## src/rtl/mem_access_ctrl_pkg.sv

```systemverilog
// Shared definitions for the MEM-stage load/store sequencer.
//   NB_LANES   : byte lanes per data word
//   MASK_*     : access-size codes as carried by the pipeline (10 also means word)
//   state_t    : sequencer state encoding
//   is_misaligned() : alignment rule for a size code and the low address bits
package mips_mem_pkg;

  localparam int NB_LANES = 4;

  localparam logic [1:0] MASK_BYTE = 2'b00;
  localparam logic [1:0] MASK_HALF = 2'b01;
  localparam logic [1:0] MASK_WORD = 2'b11;

  typedef enum logic [2:0] {
    ST_IDLE = 3'd0,
    ST_REQ  = 3'd1,
    ST_WAIT = 3'd2,
    ST_DONE = 3'd3,
    ST_ERR  = 3'd4
  } state_t;

  // Any code with bit 1 set is a word access.
  function automatic logic is_misaligned(input logic [1:0] mask, input logic [1:0] lane);
    if (mask[1])           return lane != 2'b00;
    else if (mask == MASK_HALF) return lane[0];
    else                   return 1'b0;
  endfunction

endpackage

```

## src/rtl/mem_access_ctrl_if.sv

```systemverilog
// Request/acknowledge data-memory port.
//   req    : request, held until ack
//   we     : write qualifier (valid with req)
//   addr   : word-aligned byte address
//   wdata  : lane-replicated store data
//   be     : byte enables
//   ack    : request accepted
//   rvalid : read data valid
//   rdata  : read data word
// master = access controller, slave = memory.
interface mem_access_ctrl_if #(
  parameter int NB_DATA = 32,
  parameter int NB_ADDR = 32
);
  logic               req;
  logic               we;
  logic [NB_ADDR-1:0] addr;
  logic [NB_DATA-1:0] wdata;
  logic [3:0]         be;
  logic               ack;
  logic               rvalid;
  logic [NB_DATA-1:0] rdata;

  modport master (output req, we, addr, wdata, be, input ack, rvalid, rdata);
  modport slave  (input req, we, addr, wdata, be, output ack, rvalid, rdata);
endinterface

```

## src/rtl/mem_access_ctrl_load_aligner.sv

```systemverilog
// load_aligner: selects the addressed byte/half of a read word and sign- or
// zero-extends it; word accesses pass straight through.
//   i_rdata       : raw memory word
//   i_lane        : addr[1:0] of the access
//   i_mascara     : size code
//   i_is_unsigned : zero-extend instead of sign-extend (ignored for words)
//   o_data        : extended result
module load_aligner
  import mips_mem_pkg::*;
#(
  parameter int NB_DATA = 32
) (
  input  logic [NB_DATA-1:0] i_rdata,
  input  logic [1:0]         i_lane,
  input  logic [1:0]         i_mascara,
  input  logic               i_is_unsigned,
  output logic [NB_DATA-1:0] o_data
);

  logic [7:0]  byte_sel;
  logic [15:0] half_sel;

  // Halves are only ever on lane 0 or 2 (odd lanes fault earlier).
  assign byte_sel = i_rdata[{i_lane, 3'b000} +: 8];
  assign half_sel = i_rdata[{i_lane[1], 4'b0000} +: 16];

  always_comb begin
    o_data = i_rdata;
    if (i_mascara == MASK_BYTE)
      o_data = {{(NB_DATA-8){byte_sel[7] & ~i_is_unsigned}}, byte_sel};
    else if (i_mascara == MASK_HALF)
      o_data = {{(NB_DATA-16){half_sel[15] & ~i_is_unsigned}}, half_sel};
  end

endmodule

```

## src/rtl/mem_access_ctrl.sv

```systemverilog
// mem_access_ctrl: MEM-stage load/store sequencer.
// Takes one byte/half/word access from the pipeline, checks alignment, runs a
// req/ack memory transaction with byte enables, lane-aligns and extends load
// data, and stalls the pipeline (o_busy) until done, faulted or timed out.
//   i_clock, i_reset (async, active low)
//   pipeline side : i_valid, i_is_load, i_addr, i_wdata, i_mascara, i_is_unsigned
//                   o_busy, o_done, o_rdata, o_misaligned, o_timeout
//   mem           : memory port (master side)
// All outputs come from registers or the state decode only.
module mem_access_ctrl
  import mips_mem_pkg::*;
#(
  parameter int NB_DATA = 32,
  parameter int NB_ADDR = 32,
  parameter int NB_MASK = 2,
  parameter int TIMEOUT = 16,
  parameter int NB_TMO  = 5
) (
  input  logic               i_clock,
  input  logic               i_reset,
  input  logic               i_valid,
  input  logic               i_is_load,
  input  logic [NB_ADDR-1:0] i_addr,
  input  logic [NB_DATA-1:0] i_wdata,
  input  logic [NB_MASK-1:0] i_mascara,
  input  logic               i_is_unsigned,
  output logic               o_busy,
  output logic               o_done,
  output logic [NB_DATA-1:0] o_rdata,
  output logic               o_misaligned,
  output logic               o_timeout,
  mem_access_ctrl_if.master  mem
);

  localparam logic [NB_TMO-1:0] TMO_LAST = NB_TMO'(TIMEOUT - 1);

  state_t             state, state_n;
  logic [NB_TMO-1:0]  cnt;
  logic               fault_tmo;
  logic [NB_ADDR-1:0] lat_addr;
  logic [NB_DATA-1:0] lat_wdata;
  logic [1:0]         lat_mask;
  logic               lat_uns;
  logic               lat_load;
  logic               tmo_hit;
  logic [3:0]         be;
  logic [NB_DATA-1:0] wdata_rep;
  logic [NB_DATA-1:0] ld_data;

  // >= rather than ==: a load acked on the last counted cycle enters WAIT
  // with the counter already past TIMEOUT-1 and must still be bounded.
  assign tmo_hit = (cnt >= TMO_LAST);

  always_ff @(posedge i_clock or negedge i_reset) begin
    if (!i_reset) state <= ST_IDLE;
    else          state <= state_n;
  end

  always_comb begin
    state_n = state;
    case (state)
      ST_IDLE: if (i_valid)
                 state_n = is_misaligned(i_mascara[1:0], i_addr[1:0]) ? ST_ERR : ST_REQ;
      ST_REQ:  if (mem.ack)     state_n = lat_load ? ST_WAIT : ST_DONE;
               else if (tmo_hit) state_n = ST_ERR;
      ST_WAIT: if (mem.rvalid)  state_n = ST_DONE;
               else if (tmo_hit) state_n = ST_ERR;
      ST_DONE: state_n = ST_IDLE;
      ST_ERR:  state_n = ST_IDLE;
      default: state_n = ST_IDLE;
    endcase
  end

  // Request latch, timeout counter, fault cause and load result.
  always_ff @(posedge i_clock or negedge i_reset) begin
    if (!i_reset) begin
      lat_addr  <= '0;
      lat_wdata <= '0;
      lat_mask  <= '0;
      lat_uns   <= 1'b0;
      lat_load  <= 1'b0;
      cnt       <= '0;
      fault_tmo <= 1'b0;
      o_rdata   <= '0;
    end else begin
      if (state == ST_IDLE && i_valid) begin
        lat_addr  <= i_addr;
        lat_wdata <= i_wdata;
        lat_mask  <= i_mascara[1:0];
        lat_uns   <= i_is_unsigned;
        lat_load  <= i_is_load;
        cnt       <= '0;
        fault_tmo <= 1'b0;
      end
      if (state == ST_REQ || state == ST_WAIT) begin
        cnt <= cnt + 1'b1;
        if (state_n == ST_ERR) fault_tmo <= 1'b1;
      end
      if (state == ST_WAIT && mem.rvalid) o_rdata <= ld_data;
    end
  end

  load_aligner #(.NB_DATA(NB_DATA)) u_aligner (
    .i_rdata       (mem.rdata),
    .i_lane        (lat_addr[1:0]),
    .i_mascara     (lat_mask),
    .i_is_unsigned (lat_uns),
    .o_data        (ld_data)
  );

  // Store encoding: replicate data across lanes, enable only the target bytes.
  always_comb begin
    be        = 4'b1111;
    wdata_rep = lat_wdata;
    if (!lat_load) begin
      if (lat_mask == MASK_BYTE) begin
        be        = 4'b0001 << lat_addr[1:0];
        wdata_rep = {NB_LANES{lat_wdata[7:0]}};
      end else if (lat_mask == MASK_HALF) begin
        be        = 4'b0011 << lat_addr[1:0];
        wdata_rep = {(NB_LANES/2){lat_wdata[15:0]}};
      end
    end
  end

  // Bus fields are only driven during REQ so the port idles at zero.
  assign mem.req   = (state == ST_REQ);
  assign mem.we    = mem.req & ~lat_load;
  assign mem.addr  = mem.req ? {lat_addr[NB_ADDR-1:2], 2'b00} : '0;
  assign mem.be    = mem.req ? be : 4'b0000;
  assign mem.wdata = mem.req ? wdata_rep : '0;

  assign o_busy       = (state != ST_IDLE);
  assign o_done       = (state == ST_DONE);
  assign o_misaligned = (state == ST_ERR) & ~fault_tmo;
  assign o_timeout    = (state == ST_ERR) &  fault_tmo;

endmodule
```

## src/flat_wrapper.sv

```systemverilog
// flat-port wrapper written by rule: the top's interface ports become plain ports
module mem_access_ctrl_flat import mips_mem_pkg::*;
#(
  parameter int NB_DATA = 32,
  parameter int NB_ADDR = 32,
  parameter int NB_MASK = 2,
  parameter int TIMEOUT = 16,
  parameter int NB_TMO  = 5
)
  (i_clock, i_reset, i_valid, i_is_load, i_addr, i_wdata, i_mascara, i_is_unsigned, o_busy, o_done, o_rdata, o_misaligned, o_timeout, mem_req, mem_we, mem_addr, mem_wdata, mem_be, mem_ack, mem_rvalid, mem_rdata);
  mem_access_ctrl_if #(.NB_DATA(NB_DATA), .NB_ADDR(NB_ADDR)) mem_i ();
  input  logic i_clock;
  input  logic i_reset;
  input  logic i_valid;
  input  logic i_is_load;
  input  logic [NB_ADDR-1:0] i_addr;
  input  logic [NB_DATA-1:0] i_wdata;
  input  logic [NB_MASK-1:0] i_mascara;
  input  logic i_is_unsigned;
  output logic o_busy;
  output logic o_done;
  output logic [NB_DATA-1:0] o_rdata;
  output logic o_misaligned;
  output logic o_timeout;
  output wire logic [$bits(mem_i.req)-1:0] mem_req;
  output wire logic [$bits(mem_i.we)-1:0] mem_we;
  output wire logic [$bits(mem_i.addr)-1:0] mem_addr;
  output wire logic [$bits(mem_i.wdata)-1:0] mem_wdata;
  output wire logic [$bits(mem_i.be)-1:0] mem_be;
  input wire logic [$bits(mem_i.ack)-1:0] mem_ack;
  input wire logic [$bits(mem_i.rvalid)-1:0] mem_rvalid;
  input wire logic [$bits(mem_i.rdata)-1:0] mem_rdata;
  assign mem_req = mem_i.req;
  assign mem_we = mem_i.we;
  assign mem_addr = mem_i.addr;
  assign mem_wdata = mem_i.wdata;
  assign mem_be = mem_i.be;
  assign mem_i.ack = mem_ack;
  assign mem_i.rvalid = mem_rvalid;
  assign mem_i.rdata = mem_rdata;
  mem_access_ctrl #(.NB_DATA(NB_DATA), .NB_ADDR(NB_ADDR), .NB_MASK(NB_MASK), .TIMEOUT(TIMEOUT), .NB_TMO(NB_TMO)) u_core (.i_clock(i_clock), .i_reset(i_reset), .i_valid(i_valid), .i_is_load(i_is_load), .i_addr(i_addr), .i_wdata(i_wdata), .i_mascara(i_mascara), .i_is_unsigned(i_is_unsigned), .o_busy(o_busy), .o_done(o_done), .o_rdata(o_rdata), .o_misaligned(o_misaligned), .o_timeout(o_timeout), .mem(mem_i));
endmodule
```

## config.mk

```make
export PLATFORM = sky130hd
export DESIGN_NAME = mem_access_ctrl_flat
export DESIGN_NICKNAME = d
export VERILOG_FILES = /design/src/rtl/mem_access_ctrl_pkg.sv /design/src/rtl/mem_access_ctrl_if.sv /design/src/rtl/mem_access_ctrl_load_aligner.sv /design/src/rtl/mem_access_ctrl.sv /design/src/flat_wrapper.sv
export SDC_FILE = /design/constraint.sdc
export NUM_CORES = 1
export LEC_CHECK = 0
export CORE_UTILIZATION = 41
export DETAILED_ROUTE_END_ITERATION = 6
export PLACE_DENSITY = 0.75
export SLEW_MARGIN = 20
export SYNTH_ARGS = -nofsm -noshare
export SYNTH_HDL_FRONTEND = slang
export SYNTH_SLANG_ARGS = --single-unit
```

## constraint.sdc

```tcl
create_clock -name i_clock -period 1.6 [get_ports i_clock]
set_input_delay 0.32 -clock i_clock [delete_from_list [all_inputs] [get_ports i_clock]]
set_output_delay 0.32 -clock i_clock [all_outputs]
set_load 0.02 [all_outputs]
```

==> flow_summary.ini, run 1 <==
[clock_tree]
h-tree-depth = 3
clockRootBuffer = clkbuf_16
cts_tree = yes
numCtsBuffers = 9
cts-root-to-sink-buffers = 2
clock_latency_ps = 360
path_clk_slew_ps = 70
cts.sinks = 109

[sta]
fmaxAchievable_mhz = 471
drv_slew = 0
clock_skew_ps = 5.93
rsz0062_at_grt = true
period_share = 1.33
max_slew.worst_pin.slew_ps = 497
whs_ps = 447
fin_crit_ps = 2120
fin_tns_setup_ps = -45550
setup-violations-final = 174
worst_slack_ps = -523
slew_headroom = 0.664
hold_viol_final = 0

[outcome]
status = finished, violations left
violations = negative setup slack

[grt]
grt_use_total = 0.314
gr-total-overflow = 0
grt_pass1_vias = 6420
grt_pass1_wl_um = 35000
antenna_found_initial = 1
grt_max_degree = 40

[yosys]
synth_adder_area_share = 0.0131
synth-compound-area-share = 0.135
muxShareOfSynthArea = 0.164
syn-cell-area_mm2 = 0.00574
synth_cell_types = 43
ys_async_sr_fraction = 1.00
synth-edff-count = 0
synth-main-ff-cell = dfrtp_1
ys_ff_latch = 109
netlist_instances = 567
yosys_warnings = 0
synth-xor-area-share = 0.00153
synth-simple-area-share = 0.167
yosysSeqAreaShare = 0.476
synth_top_family_by_area = simple AND/OR/NAND/NOR gates
syn_avg_cell_area_um2 = 10.1

[layout]
fin_util = 0.841
final_cells = 1065
area_growth_pct = 97.3
fin_area_mm2 = 0.0113
fin_nets = 994
drive_gt1_frac = 0.535

[floorplanning]
die_y_um = 120
pin_count = 211
die_x_um = 120
placementRows = 42
start_util = 0.426
dieArea_mm2 = 0.0145
core-area_mm2 = 0.0135

[critical_path]
cp-end-kind = primary output
path_max_fanout = 9
required_ps = 1280
critPathLaunchType = flip-flop
arrival_ps = 1800
criticalPathCategory = reg -> out

[drt]
avgViaCountPerCell = 5.76
wl_per_cell_um = 24.0
wl_um = 25600
drt_iter0_drc = 559
route.detailed.drc = 0
via_count = 6139
ant_nets = 0
drtPass1Iterations = 5

[place]
dpl.hpwl_um = 13500
dp_cells = 979
place_ws_ps = -526
io_buffers = 208
placedInstanceArea_mm2 = 0.00890
gp_congestion = 0.841

[pwr]
pwr_density_cell_mw_per_mm2 = 2180
ir_drop_mv = 1.19
total_power_mw = 24.7
power_leakage_nw = 5.02

[min_path]
hp-class = in -> async

[run]
maxCapViolCount = 0
-- cells in the final DEF (no fill, tap or decap), drive strengths merged, types with 18 or more instances in the layout --
cell / n
mux2i: 21
clkbuf: 18
buf: 169
nor2: 54
clkdlybuf4s50: 103
a21oi: 54
mux2: 65
clkdlybuf4s15: 33
dlymetal6s2s: 32
dfrtp: 109
nand2: 50
and2: 38
-- final timing paths --
kind	end	cells after the start	slack, ps	from
max reg2reg	u_core.o_rdata[5]	7	-310	u_core.lat_mask[1]
min in group i_clock	u_core.lat_addr[11]	1	510	u_core.lat_addr[11]
min reg2reg	u_core.lat_addr[11]	1	510	u_core.lat_addr[11]
max	mem_wdata[27]	6	-520	u_core.lat_mask[1]
max in group asynchronous	u_core.lat_wdata[5]	3	560	i_reset
min	u_core.lat_wdata[29]	2	450	i_reset
-- flip-flops by register name, summed over array words and instances, names as in the netlist --
name and count:
u_core.cnt 5, u_core.fault_tmo 1, u_core.lat_addr 32, u_core.lat_load 1, u_core.lat_mask 2, u_core.lat_uns 1
u_core.lat_wdata 32, u_core.o_rdata 32, u_core.state 3
-- where the power goes --
part	switching (mW)	leakage, nW	total, mW	internal [mW]
sequential	1.15	1.28	5.28	4.13
clock	1.07	0.163	2.52	1.46
combinational	8.06	3.58	16.9	8.82
total	10.3	5.02	24.7	14.4
-- cells by family after synthesis --
logic type	Yosys count
compound gates	122
xor+xnor	1
fa+ha+maj	6
buf+inv	54
flops	109
mux	86
other cells	1
simple gates	188
-- layer usage --
metal / GRT usage / part of all wire / up-vias
li1: - / - / 2611
met1: 0.366 / 0.36 / 3077
met2: 0.542 / 0.51 / 369
met3: 0.0774 / 0.078 / 82
met4: 0.147 / 0.043 / 0
met5: 0 / 0 / -
-- cell usage after synthesis (2+ instances only) --
cell,number,area [um^2]
nor2_1,54,203
a22o_1,11,96.3
and2_1,38,238
or2_2,3,18.8
buf_6,2,22.5
or3_1,2,12.5
inv_1,9,33.8
o21bai_1,2,15.0
and3_1,2,12.5
or4b_1,2,20.0
o21ai_0,16,80.1
clkbuf_1,22,82.6
buf_2,17,85.1
nor3_1,2,10.0
nand2b_1,5,31.3
dfrtp_1,109,2730
a21oi_1,54,270
buf_4,2,15.0
a31oi_1,10,62.6
nand3_1,8,40.0
mux2_2,65,732
buf_1,2,7.51
a211oi_1,15,113
mux2i_1,21,210
a22oi_1,8,60.1
nand2_1,50,188
nand3b_1,9,67.6
or3b_2,2,17.5
or4b_2,5,50.1
ha_1,6,75.1
nor4_1,2,12.5
-- layout make-up --
class | count | area (um^2)
multi-input combinational | 406 | 4080
timing repair buffer | 348 | 3920
sequential | 109 | 2730
fill | 670 | 2140
clock buffer | 12 | 256
tap | 176 | 220
clock inverter | 4 | 70.1
inverter | 9 | 33.8
antenna | 1 | 2.50
-- critical path, cell delays in order, from the launching register on --
cell	delay (ps)
dfrtp_2	450
buf_6	130
nor2_4	210
buf_12	160
nor2_1	80
a211oi_4	250
buf_6	160
-- timing repair --
action	4_1_cts	5_1_grt
gates cloned	12	5
resized for setup	473	172
setup buffers	44	21
hold endpoints to repair	26	0
setup endpoints to repair	204	209
pin swaps	38	57
hold buffers	1	0
Power figures use the tool's default switching activity.
==> run 2, diff against run 1 <==
--- a/config.mk
+++ b/config.mk
@@ -5,9 +5,10 @@
 export SDC_FILE = /design/constraint.sdc
 export NUM_CORES = 1
 export LEC_CHECK = 0
+export ABC_AREA = 1
 export CORE_UTILIZATION = 41
 export DETAILED_ROUTE_END_ITERATION = 6
-export PLACE_DENSITY = 0.75
+export PLACE_DENSITY = 0.74
 export SLEW_MARGIN = 20
 export SYNTH_ARGS = -nofsm -noshare
 export SYNTH_HDL_FRONTEND = slang
==> flow_summary.ini, run 2 <==
[outcome]
status = finished, violations left
violations = negative setup slack

[sta]
period_share = 1.27
fmaxAchievable_mhz = 493
fin_crit_ps = 2030
drv_slew = 0
clock_skew_ps = 9.05
fin_tns_setup_ps = -23310
hold_viol_final = 0
worst_slack_ps = -430
rsz0062_at_grt = true
setup-violations-final = 73

[clock_tree]
cts.sinks = 109
cts_tree = yes
cts-root-to-sink-buffers = 2
numCtsBuffers = 9
h-tree-depth = 3
clock_latency_ps = 360
path_clk_slew_ps = 70
clockRootBuffer = clkbuf_16

[critical_path]
critPathLaunchType = flip-flop
crit_top_cell = buf_6
r2r_end = u_core.o_rdata[11]
critPathSlowestCell = dfrtp_1
reg2reg_setup_slack_ps = -10
path_max_fanout = 5
endpoint = mem_wdata[31]
cpLargestDelayFamily = buffers and inverters
path_buf_inv = 5
timing.rr.start = u_core.lat_mask[1]
path_cells = nand3_4 > clkinvlp_4 > buf_6 > buf_4 > nand2_1 > inv_1 > buf_6
required_ps = 1280
slowest_delay_ps = 430
criticalPathCategory = reg -> out
cp.depth = 7
ff2ff_path_depth = 10
arrival_ps = 1710
cp-end-kind = primary output
critPathLaunch = u_core.state[0]

[yosys]
synth.top_cell.area_share = 0.468
ys_async_sr_fraction = 1.00
yosysSeqAreaShare = 0.468
synth_area_leaders = dfrtp_1 (47%), nand2_1 (26%), inv_1 (5.7%)
yosysMostFrequentCell = nand2_1
syn-cell-area_mm2 = 0.00583
netlist_instances = 852
synth_cell_types = 25
yosys_warnings = 0
yosysTopAreaCell = dfrtp_1
syn_avg_cell_area_um2 = 6.84
ys_ff_latch = 109
synth-main-ff-cell = dfrtp_1
synth-edff-count = 0
synth.cells.most_frequent = nand2_1 (398), dfrtp_1 (109), inv_1 (89)

[grt]
antenna_found_initial = 0
grt_pass1_vias = 5987
grt_pass1_wl_um = 30200
grt_use_total = 0.268
gr-total-overflow = 0
grt_max_degree = 40

[drt]
ant_nets = 0
drt-met1-wl_um = 8380
highest_layer = met4
avgViaCountPerCell = 4.98
wl_um = 20000
route.detailed.drc = 0
routed-wl-met2_um = 9460
via_count = 6471
wl_per_cell_um = 15.4
drtPass1Iterations = 5
drt_iter0_drc = 512
met3_length_um = 1730

[pwr]
pwr_density_cell_mw_per_mm2 = 1960
ir_drop_mv = 1.20
power_leakage_nw = 5.06
total_power_mw = 19.6

[floorplanning]
die_y_um = 121
placementRows = 43
die_x_um = 121
core-area_mm2 = 0.0139
pin_count = 211
start_util = 0.420
dieArea_mm2 = 0.0147

[layout]
area_growth_pct = 71.2
final_common_cell = nand2_1
drive_gt1_frac = 0.266
final_cell_mix = nand2_1 (372), dfrtp_1 (107), clkdlybuf4s50_1 (103), inv_1 (83), buf_6 (72)
top_regs = u_core.lat_addr x32, u_core.lat_wdata x32, u_core.o_rdata x32
antenna_cells = 0
fin_nets = 1225
fin_area_mm2 = 0.00998

[run]
maxCapViolCount = 0

[place]
gp_congestion = 0.853
dpl.hpwl_um = 13300
placedInstanceArea_mm2 = 0.00878
io_buffers = 208

[min_path]
hp-class = in -> async
==> run 2: logic make-up (layout without fill, tap and decap cells) <==
family | Yosys count | count (layout) | share of synthesized area
adder cells (fa/ha/maj) | 6 | 6 | 0.0129
AO/OA/AOI/OAI | 80 | 80 | 0.0747
flip-flops | 109 | 109 | 0.468
AND/OR/NAND/NOR | 518 | 519 | 0.348
other | 1 | 2 | 0.000643
buffers and inverters | 138 | 403 | 0.0955
==> run 2: stage by stage <==
stage | cells | setup WS (ps) | utilization | hold slack, ps
global placement | 1252 | -464 | 0.632 | 261
floorplan | 853 | -85.3 | - | 24.4
detailed placement | 1252 | -509 | 0.632 | 263
global route | 1299 | -468 | 0.719 | 450
CTS | 1281 | -425 | 0.667 | 436
finish | 1299 | -430 | 0.719 | 427
==> run 2: worst min path at each step <==
stage                       start                 end  cells after the start
final                     i_reset    u_core.fault_tmo                      2
after CTS                 i_reset    u_core.fault_tmo                      2
after detailed placement  i_reset  u_core.o_rdata[19]                      1
after global placement    i_reset  u_core.o_rdata[19]                      1
after global routing      i_reset  u_core.o_rdata[21]                      2
after floorplan           i_reset       u_core.cnt[0]                      0
==> run 2: power breakdown <==
group	internal, mW	switching [mW]	total, mW
clock	1.22	1.07	2.30
sequential	4.04	0.805	4.84
combinational	5.35	7.12	12.5
==> run 2: worst reg2reg max path: cells and delay by family, from the launching register on <==
| kind | cells | cell delay [ps] |
|---|---|---|
| buf+inv | 5 | 710 |
| simple gates | 5 | 410 |
| flops | 1 | 440 |
==> run 2: what timing repair did <==
action	CTS	global route
setup endpoints to repair	104	163
cloned	2	5
resized for setup	453	166
hold buffers	1	0
endpoints found under the hold margin	20	0
setup buffers	10	17
pin swaps	12	20
==> run 2: per-layer routing <==
metal,global-route usage,vias up
met3,0.0747,31
li1,-,3131
met1,0.358,3031
met5,0,-
met2,0.422,278
met4,0.0802,0
==> run 2: layout make-up <==
cell class / count / area, um^2
Clock inverter: 7 / 73.8
Clock buffer: 9 / 225
Inverter: 94 / 378
Timing Repair Buffer: 293 / 3110
Sequential cell: 109 / 2730
Tap cell: 180 / 225
Fill cell: 1059 / 3900
Multi-Input combinational cell: 607 / 3240
